[src/rtl/cdb_arbiter_pkg.sv]
// Shared constants and helpers for the common-data-bus arbiter.
// Optional statistics counters are enabled with the CDB_STATS_EN macro.
package cdb_arbiter_pkg;

  localparam int CDB_NUM_REQ = 3;   // producers: ALU RS, LSB, branch unit
  localparam int CDB_ROB_W   = 4;   // ROB tag width
  localparam int CDB_DATA_W  = 32;  // result width
  localparam int CDB_CNT_W   = 16;  // statistics counter width

  // Fixed producer slots on the bus.
  typedef enum logic [1:0] {
    CDB_SRC_ALU = 2'd0,
    CDB_SRC_LSB = 2'd1,
    CDB_SRC_BR  = 2'd2
  } cdb_src_e;

  // Round-robin successor of idx among n slots.
  function automatic int rr_next(input int idx, input int n);
    return (idx + 1 >= n) ? 0 : idx + 1;
  endfunction

endpackage

[src/rtl/cdb_arbiter_if.sv]
// Producer handshake and CDB broadcast bundle.
// master = producers/environment side, slave = the arbiter.
interface cdb_arbiter_if
  import cdb_arbiter_pkg::*;
#(
  parameter int NUM_REQ = CDB_NUM_REQ,
  parameter int ROB_W   = CDB_ROB_W,
  parameter int DATA_W  = CDB_DATA_W
);
  localparam int SRC_W = $clog2(NUM_REQ);

  logic                      rdy_in;
  logic                      flush_in;
  logic [NUM_REQ-1:0]        req_valid_in;
  logic [NUM_REQ*ROB_W-1:0]  req_rob_id_in;
  logic [NUM_REQ*DATA_W-1:0] req_data_in;
  logic [NUM_REQ-1:0]        req_ready_out;
  logic                      cdb_valid_out;
  logic [ROB_W-1:0]          cdb_rob_id_out;
  logic [DATA_W-1:0]         cdb_data_out;
  logic [SRC_W-1:0]          cdb_src_out;

  modport master (
    output rdy_in, flush_in, req_valid_in, req_rob_id_in, req_data_in,
    input  req_ready_out, cdb_valid_out, cdb_rob_id_out, cdb_data_out, cdb_src_out
  );

  modport slave (
    input  rdy_in, flush_in, req_valid_in, req_rob_id_in, req_data_in,
    output req_ready_out, cdb_valid_out, cdb_rob_id_out, cdb_data_out, cdb_src_out
  );

endinterface

[src/rtl/cdb_arbiter_rr_picker.sv]
// Combinational round-robin picker: first set request at or after ptr,
// wrapping modulo N. Reusable for the RS issue pickers.
module cdb_arbiter_rr_picker #(
  parameter int N  = 3,
  parameter int IW = $clog2(N)
) (
  input  logic [N-1:0]  req,
  input  logic [IW-1:0] ptr,
  output logic [N-1:0]  grant,
  output logic [IW-1:0] idx,
  output logic          any
);

  // Scan N slots starting at ptr; the first valid one wins.
  always_comb begin
    // NOTE: every output gets a default before the loop so no path leaves a value unassigned (no latch).
    grant = '0;
    idx   = '0;
    any   = 1'b0;
    for (int off = 0; off < N; off++) begin
      int j;
      j = int'(ptr) + off;
      if (j >= N) j = j - N;
      if (!any && req[j]) begin
        any      = 1'b1;
        grant[j] = 1'b1;
        idx      = IW'(j);
      end
    end
  end

endmodule

[src/rtl/cdb_arbiter.sv]
// CDB arbiter: round-robin grant among producers, one registered broadcast
// per cycle, flush kills the next broadcast, rdy_in low freezes all state.
// Define CDB_STATS_EN to add per-producer grant and conflict counters.
module cdb_arbiter
  import cdb_arbiter_pkg::*;
#(
  parameter int NUM_REQ = CDB_NUM_REQ,
  parameter int ROB_W   = CDB_ROB_W,
  parameter int DATA_W  = CDB_DATA_W
) (
  input  logic clk_in,
  input  logic rst_in,
  cdb_arbiter_if.slave bus
`ifdef CDB_STATS_EN
  ,
  output logic [NUM_REQ*CDB_CNT_W-1:0] stat_grant_cnt_out,
  output logic [CDB_CNT_W-1:0]         stat_conflict_cnt_out
`endif
);

  localparam int SRC_W = $clog2(NUM_REQ);

  logic [SRC_W-1:0]   rr_ptr;
  logic [NUM_REQ-1:0] grant_onehot;
  logic [SRC_W-1:0]   grant_idx;
  logic               grant_any;
  logic               fire;
  logic [ROB_W-1:0]   sel_rob_id;
  logic [DATA_W-1:0]  sel_data;

  cdb_arbiter_rr_picker #(.N(NUM_REQ), .IW(SRC_W)) u_picker (
    .req   (bus.req_valid_in),
    .ptr   (rr_ptr),
    .grant (grant_onehot),
    .idx   (grant_idx),
    .any   (grant_any)
  );

  // A handshake happens only out of reset, not stalled, not flushing.
  assign fire              = rst_in & bus.rdy_in & ~bus.flush_in & grant_any;
  assign bus.req_ready_out = fire ? grant_onehot : '0;
  assign sel_rob_id        = bus.req_rob_id_in[grant_idx*ROB_W +: ROB_W];
  assign sel_data          = bus.req_data_in[grant_idx*DATA_W +: DATA_W];

  // Broadcast register and round-robin pointer.
  always_ff @(posedge clk_in or negedge rst_in) begin
    if (!rst_in) begin
      bus.cdb_valid_out  <= 1'b0;
      bus.cdb_rob_id_out <= '0;
      bus.cdb_data_out   <= '0;
      bus.cdb_src_out    <= '0;
      rr_ptr             <= '0;
    end else if (bus.rdy_in) begin
      // NOTE: non-blocking assignments so every register samples pre-edge values.
      if (fire) begin
        bus.cdb_valid_out  <= 1'b1;
        bus.cdb_rob_id_out <= sel_rob_id;
        bus.cdb_data_out   <= sel_data;
        bus.cdb_src_out    <= grant_idx;
        rr_ptr             <= SRC_W'(rr_next(int'(grant_idx), NUM_REQ));
      end else begin
        // No grant or flush: drop valid, keep tag/data/src and pointer.
        bus.cdb_valid_out <= 1'b0;
      end
    end
  end

`ifdef CDB_STATS_EN
  logic [CDB_CNT_W-1:0] grant_cnt [NUM_REQ];
  logic [CDB_CNT_W-1:0] conflict_cnt;
  logic                 conflict;

  assign conflict = ($countones(bus.req_valid_in) >= 2);

  // Saturating grant and conflict counters; frozen while rdy_in is low.
  always_ff @(posedge clk_in or negedge rst_in) begin
    if (!rst_in) begin
      // NOTE: this small counter array is register-based, so it is reset explicitly element by element.
      for (int i = 0; i < NUM_REQ; i++) grant_cnt[i] <= '0;
      conflict_cnt <= '0;
    end else if (bus.rdy_in) begin
      for (int i = 0; i < NUM_REQ; i++) begin
        if (fire && grant_onehot[i] && (grant_cnt[i] != '1))
          grant_cnt[i] <= grant_cnt[i] + 1'b1;
      end
      if (conflict && (conflict_cnt != '1))
        conflict_cnt <= conflict_cnt + 1'b1;
    end
  end

  // Flatten the per-producer counters onto the packed stats port.
  always_comb begin
    stat_grant_cnt_out = '0;
    for (int i = 0; i < NUM_REQ; i++)
      stat_grant_cnt_out[i*CDB_CNT_W +: CDB_CNT_W] = grant_cnt[i];
  end

  assign stat_conflict_cnt_out = conflict_cnt;
`endif

endmodule

[src/flat_wrapper.sv]
// flat-port wrapper written by rule: the top's interface ports become plain ports
module cdb_arbiter_flat import cdb_arbiter_pkg::*;
#(
  parameter int NUM_REQ = CDB_NUM_REQ,
  parameter int ROB_W   = CDB_ROB_W,
  parameter int DATA_W  = CDB_DATA_W
)
  (clk_in, rst_in, bus_rdy_in, bus_flush_in, bus_req_valid_in, bus_req_rob_id_in, bus_req_data_in, bus_req_ready_out, bus_cdb_valid_out, bus_cdb_rob_id_out, bus_cdb_data_out, bus_cdb_src_out);
  cdb_arbiter_if #(.NUM_REQ(NUM_REQ), .ROB_W(ROB_W), .DATA_W(DATA_W)) bus_i ();
  input  logic clk_in;
  input  logic rst_in;
  input wire logic [$bits(bus_i.rdy_in)-1:0] bus_rdy_in;
  input wire logic [$bits(bus_i.flush_in)-1:0] bus_flush_in;
  input wire logic [$bits(bus_i.req_valid_in)-1:0] bus_req_valid_in;
  input wire logic [$bits(bus_i.req_rob_id_in)-1:0] bus_req_rob_id_in;
  input wire logic [$bits(bus_i.req_data_in)-1:0] bus_req_data_in;
  output wire logic [$bits(bus_i.req_ready_out)-1:0] bus_req_ready_out;
  output wire logic [$bits(bus_i.cdb_valid_out)-1:0] bus_cdb_valid_out;
  output wire logic [$bits(bus_i.cdb_rob_id_out)-1:0] bus_cdb_rob_id_out;
  output wire logic [$bits(bus_i.cdb_data_out)-1:0] bus_cdb_data_out;
  output wire logic [$bits(bus_i.cdb_src_out)-1:0] bus_cdb_src_out;
  assign bus_i.rdy_in = bus_rdy_in;
  assign bus_i.flush_in = bus_flush_in;
  assign bus_i.req_valid_in = bus_req_valid_in;
  assign bus_i.req_rob_id_in = bus_req_rob_id_in;
  assign bus_i.req_data_in = bus_req_data_in;
  assign bus_req_ready_out = bus_i.req_ready_out;
  assign bus_cdb_valid_out = bus_i.cdb_valid_out;
  assign bus_cdb_rob_id_out = bus_i.cdb_rob_id_out;
  assign bus_cdb_data_out = bus_i.cdb_data_out;
  assign bus_cdb_src_out = bus_i.cdb_src_out;
  cdb_arbiter #(.NUM_REQ(NUM_REQ), .ROB_W(ROB_W), .DATA_W(DATA_W)) u_core (.clk_in(clk_in), .rst_in(rst_in), .bus(bus_i));
endmodule
[config.mk]
export PLATFORM = sky130hd
export DESIGN_NAME = cdb_arbiter_flat
export DESIGN_NICKNAME = d
export VERILOG_FILES = /design/src/rtl/cdb_arbiter_pkg.sv /design/src/rtl/cdb_arbiter_if.sv /design/src/rtl/cdb_arbiter_rr_picker.sv /design/src/rtl/cdb_arbiter.sv /design/src/flat_wrapper.sv
export SDC_FILE = /design/constraint.sdc
export NUM_CORES = 1
export LEC_CHECK = 0
export CAP_MARGIN = 20
export CORE_ASPECT_RATIO = 1.75
export CORE_MARGIN = 5
export CORE_UTILIZATION = 25
export DETAILED_ROUTE_END_ITERATION = 8
export GPL_TIMING_DRIVEN = 0
export PLACE_DENSITY = 0.69
export SETUP_SLACK_MARGIN = 0.02
export SYNTH_ARGS = -nofsm -noshare
export SYNTH_HDL_FRONTEND = slang
export SYNTH_HIERARCHICAL = 1
export SYNTH_SLANG_ARGS = --single-unit
[constraint.sdc]
create_clock -name clk_in -period 2.5 [get_ports clk_in]
set_clock_uncertainty 0.15 [all_clocks]
set_input_delay 0.25 -clock clk_in [delete_from_list [all_inputs] [get_ports clk_in]]
set_output_delay 0.25 -clock clk_in [all_outputs]
set_load 0.1 [all_outputs]
==> flow_metrics.tcl <==
set metrics [dict create \
    cts_buffers 5 \
    synth_top_area_cell "dfrtp_1" \
    yosysMostFrequentCell "dfrtp_1" \
    power_density_mw_per_mm2 1563 \
    grt_pass1_vias 3332 \
    dieWidth_um 91.75 \
    p_int_uw 4057 \
    clock_sinks 41 \
    syn_to_final_growth_pct 89.09 \
    dpl-instance-area_mm2 0.004674 \
    io_buffers 156 \
    power_switching_uw 4587 \
    yosys-top-cells-count "dfrtp_1, mux2i_1, a21oi_1, nand2_1, o21a_1" \
    critPathCaptureType "output pin" \
    fin_util_pct 48.01 \
    grtUsageTotal_pct 15.66 \
    p_leak_uw 0.002112 \
    antenna_cells 0 \
    period_share_pct 108.6 \
    clk_pin_slew_worst_paths_ps 60 \
    r2r_slack_ps -170 \
    r2r_end "u_core/bus.cdb_rob_id_out[2]$_DFFE_PN0P_" \
    syn-num-nets 413 \
    worst_pin_slew_ps 1028 \
    antenna_left 0 \
    ys_warn_count 6 \
    die_area_mm2 0.01404 \
    synth.top_cells.by_area "dfrtp_1, mux2i_1, o221ai_2" \
    synth_seq_area_share_pct 35.09 \
    synth_cells 294 \
    place.detailed.hpwl_um 8388 \
    gp_congestion 0.9205 \
    drc 0 \
    grt_use_met2_pct 29.96 \
    synth_area_per_cell_um2 9.946 \
    first_iter_violations 76 \
    pwr-share-comb_pct 78.5 \
    slew_viol_final 0 \
    maxSlewHeadroom_pct 31.25 \
    vdd_drop_max_mv 1.090 \
    path_max_fanout 6 \
    num_rows 52 \
    rsz0062_at_grt "yes" \
    synth-edff-count 0 \
    p_clk_share_pct 7.8 \
    overflow 0 \
    ys.flop_type "dfrtp_1" \
    grt_pass1_wl_um 17500 \
    start_util_pct 25.39 \
    required_ps 2100 \
    cts_tree "yes" \
    drive_above_1_share_pct 24.39 \
    synth_top_area_share_pct 35.09 \
    status "complete, but fails checks" \
    timing.final.ws_setup_ps -214.2 \
    worstRegToRegCells 12 \
    power_frac_seq_pct 13.7 \
    wl_um 11100 \
    max-cap-violations 0 \
    power_uw 8644 \
    clock_path_buffers 2 \
    switching_share_pct 53.06 \
    dr.pass1.iters 4 \
    via_per_inst 4.838 \
    grt_use_met3_pct 3.246 \
    clk_latency_ps 280 \
    synthArstFlopShare_pct 100.0 \
    core_area_mm2 0.01152 \
    top_usage_layer "met2" \
    wl_per_cell_um 17.81 \
    hold_viol 0 \
    whs_ps 181.3 \
    grt_antenna_before_repair 0 \
    cts_max_level 2 \
    worstSetupStartpointType "flip-flop" \
    via_count 3014 \
    nets 606 \
    place_ws_ps -1277 \
    die_y_um 153.1 \
    hold_path.class "input port to asynchronous set/reset pin" \
    clock-root-buffer "clkbuf_16" \
    synth-seq-cells 41 \
    final_cell_area_mm2 0.005529 \
    crit_type "flip-flop to output pin" \
    worst_ep_arrival_time_ps 2310 \
    setup_viol 41 \
    syn-cell-area_mm2 0.002924 \
    max_freq_ghz 0.3684 \
    period_needed_ps 2714 \
    io_pins 157 \
    yosysUniqueCellTypes 44 \
    reg2reg_from "u_core/rr_ptr[0]$_DFFE_PN0P_" \
    violations "negative setup slack" \
    grt_max_degree 40 \
    use_met1_pct 15.81 \
]
[layout make-up]
class | count | area, um2
tap | 135 | 168.9
clock inverter | 1 | 5.005
multi-input combinational | 220 | 1789
timing repair buffer | 187 | 2031
fill | 1055 | 5987
inverter | 6 | 22.52
clock buffer | 7 | 152.6
sequential | 41 | 1028
buffer | 26 | 331.6
[power by group through the flow]
stage	logic (uW)	clock network (uW)	registers [uW]
detailed placement	5600	0	1180
finish	6790	676	1180
global placement	5530	0	1170
global route	7080	725	1220
CTS	6740	702	1180
floorplan	1970	0	3390
[timing repair]
item / in CTS / in global routing
endpoints found under the hold margin: 41 / 0
pin swaps: 7 / 4
gates resized for setup: 84 / 15
hold buffers: 1 / 0
endpoints found under the setup margin: 42 / 44
gates cloned: 7 / 0
setup buffers: 20 / 2
[flip-flops by register name, summed over array words and instances (netlist names)]
signal                     count
u_core/bus.cdb_valid_out       1
u_core/rr_ptr                  2
u_core/bus.cdb_src_out         2
u_core/bus.cdb_rob_id_out      4
u_core/bus.cdb_data_out       32
[critical path, cell delays in order (launching register included)]
cell and delay [ps]:
dfrtp_2 440, inv_2 90, ha_4 190, mux2i_4 280
mux2i_4 100, o21bai_1 170, and4b_1 200, buf_6 140
buf_12 120, and2_4 150, buf_12 160
[placed cells by master, fill, tap and decap left out, types with 3 or more instances in the layout]
master           instances
inv_2                    3
a21oi_1                 32
nor2_1                  19
buf_16                   3
dfrtp_1                 39
buf_6                   13
mux2i_2                  6
mux2i_4                  7
o221ai_2                18
buf_8                    3
and2_4                   3
a21oi_2                  3
buf_12                  15
o221ai_1                 4
mux2i_1                 26
clkdlybuf4s50_1        152
nand2_1                 34
o21a_1                  22
clkbuf_16                5
buf_4                   18
bufbuf_16                3
or2_0                   12
inv_1                    3
[worst max-delay path by stage]
stage                                      start                    to  depth (start not counted)
CTS                 u_core/rr_ptr[1]$_DFFE_PN0P_  bus_req_ready_out[2]                         11
global placement                          rst_in  bus_req_ready_out[1]                          6
floorplan           u_core/rr_ptr[1]$_DFFE_PN0P_  bus_req_ready_out[0]                         10
detailed placement           bus_req_valid_in[2]  bus_req_ready_out[1]                          9
finish              u_core/rr_ptr[1]$_DFFE_PN0P_  bus_req_ready_out[2]                         10
global route        u_core/rr_ptr[1]$_DFFE_PN0P_  bus_req_ready_out[2]                         10
[stage by stage]
stage                     instances  TNS [ps]
after floorplan                 294    -220.2
after global placement          585    -52290
after detailed placement        586    -11700
after CTS                       622     -4838
after global routing            623     -9099
final                           623     -4960
[cell families (layout without fill, tap and decap cells)]
group	after synthesis	in the layout	synth area share, %
flops	41	41	35.09
simple gates	84	84	13.86
compound gates	93	93	25.89
fa+ha+maj	4	4	1.712
buf+inv	33	227	9.243
mux	39	39	14.21
[metal layers]
| metal | routed length [um] | vias to the layer above |
|---|---|---|
| met5 | 0 | - |
| met4 | 443 | 0 |
| met3 | 559 | 25 |
| met2 | 6222 | 94 |
| met1 | 3870 | 1446 |
| li1 | - | 1449 |
(Power assumes the default switching activity.)
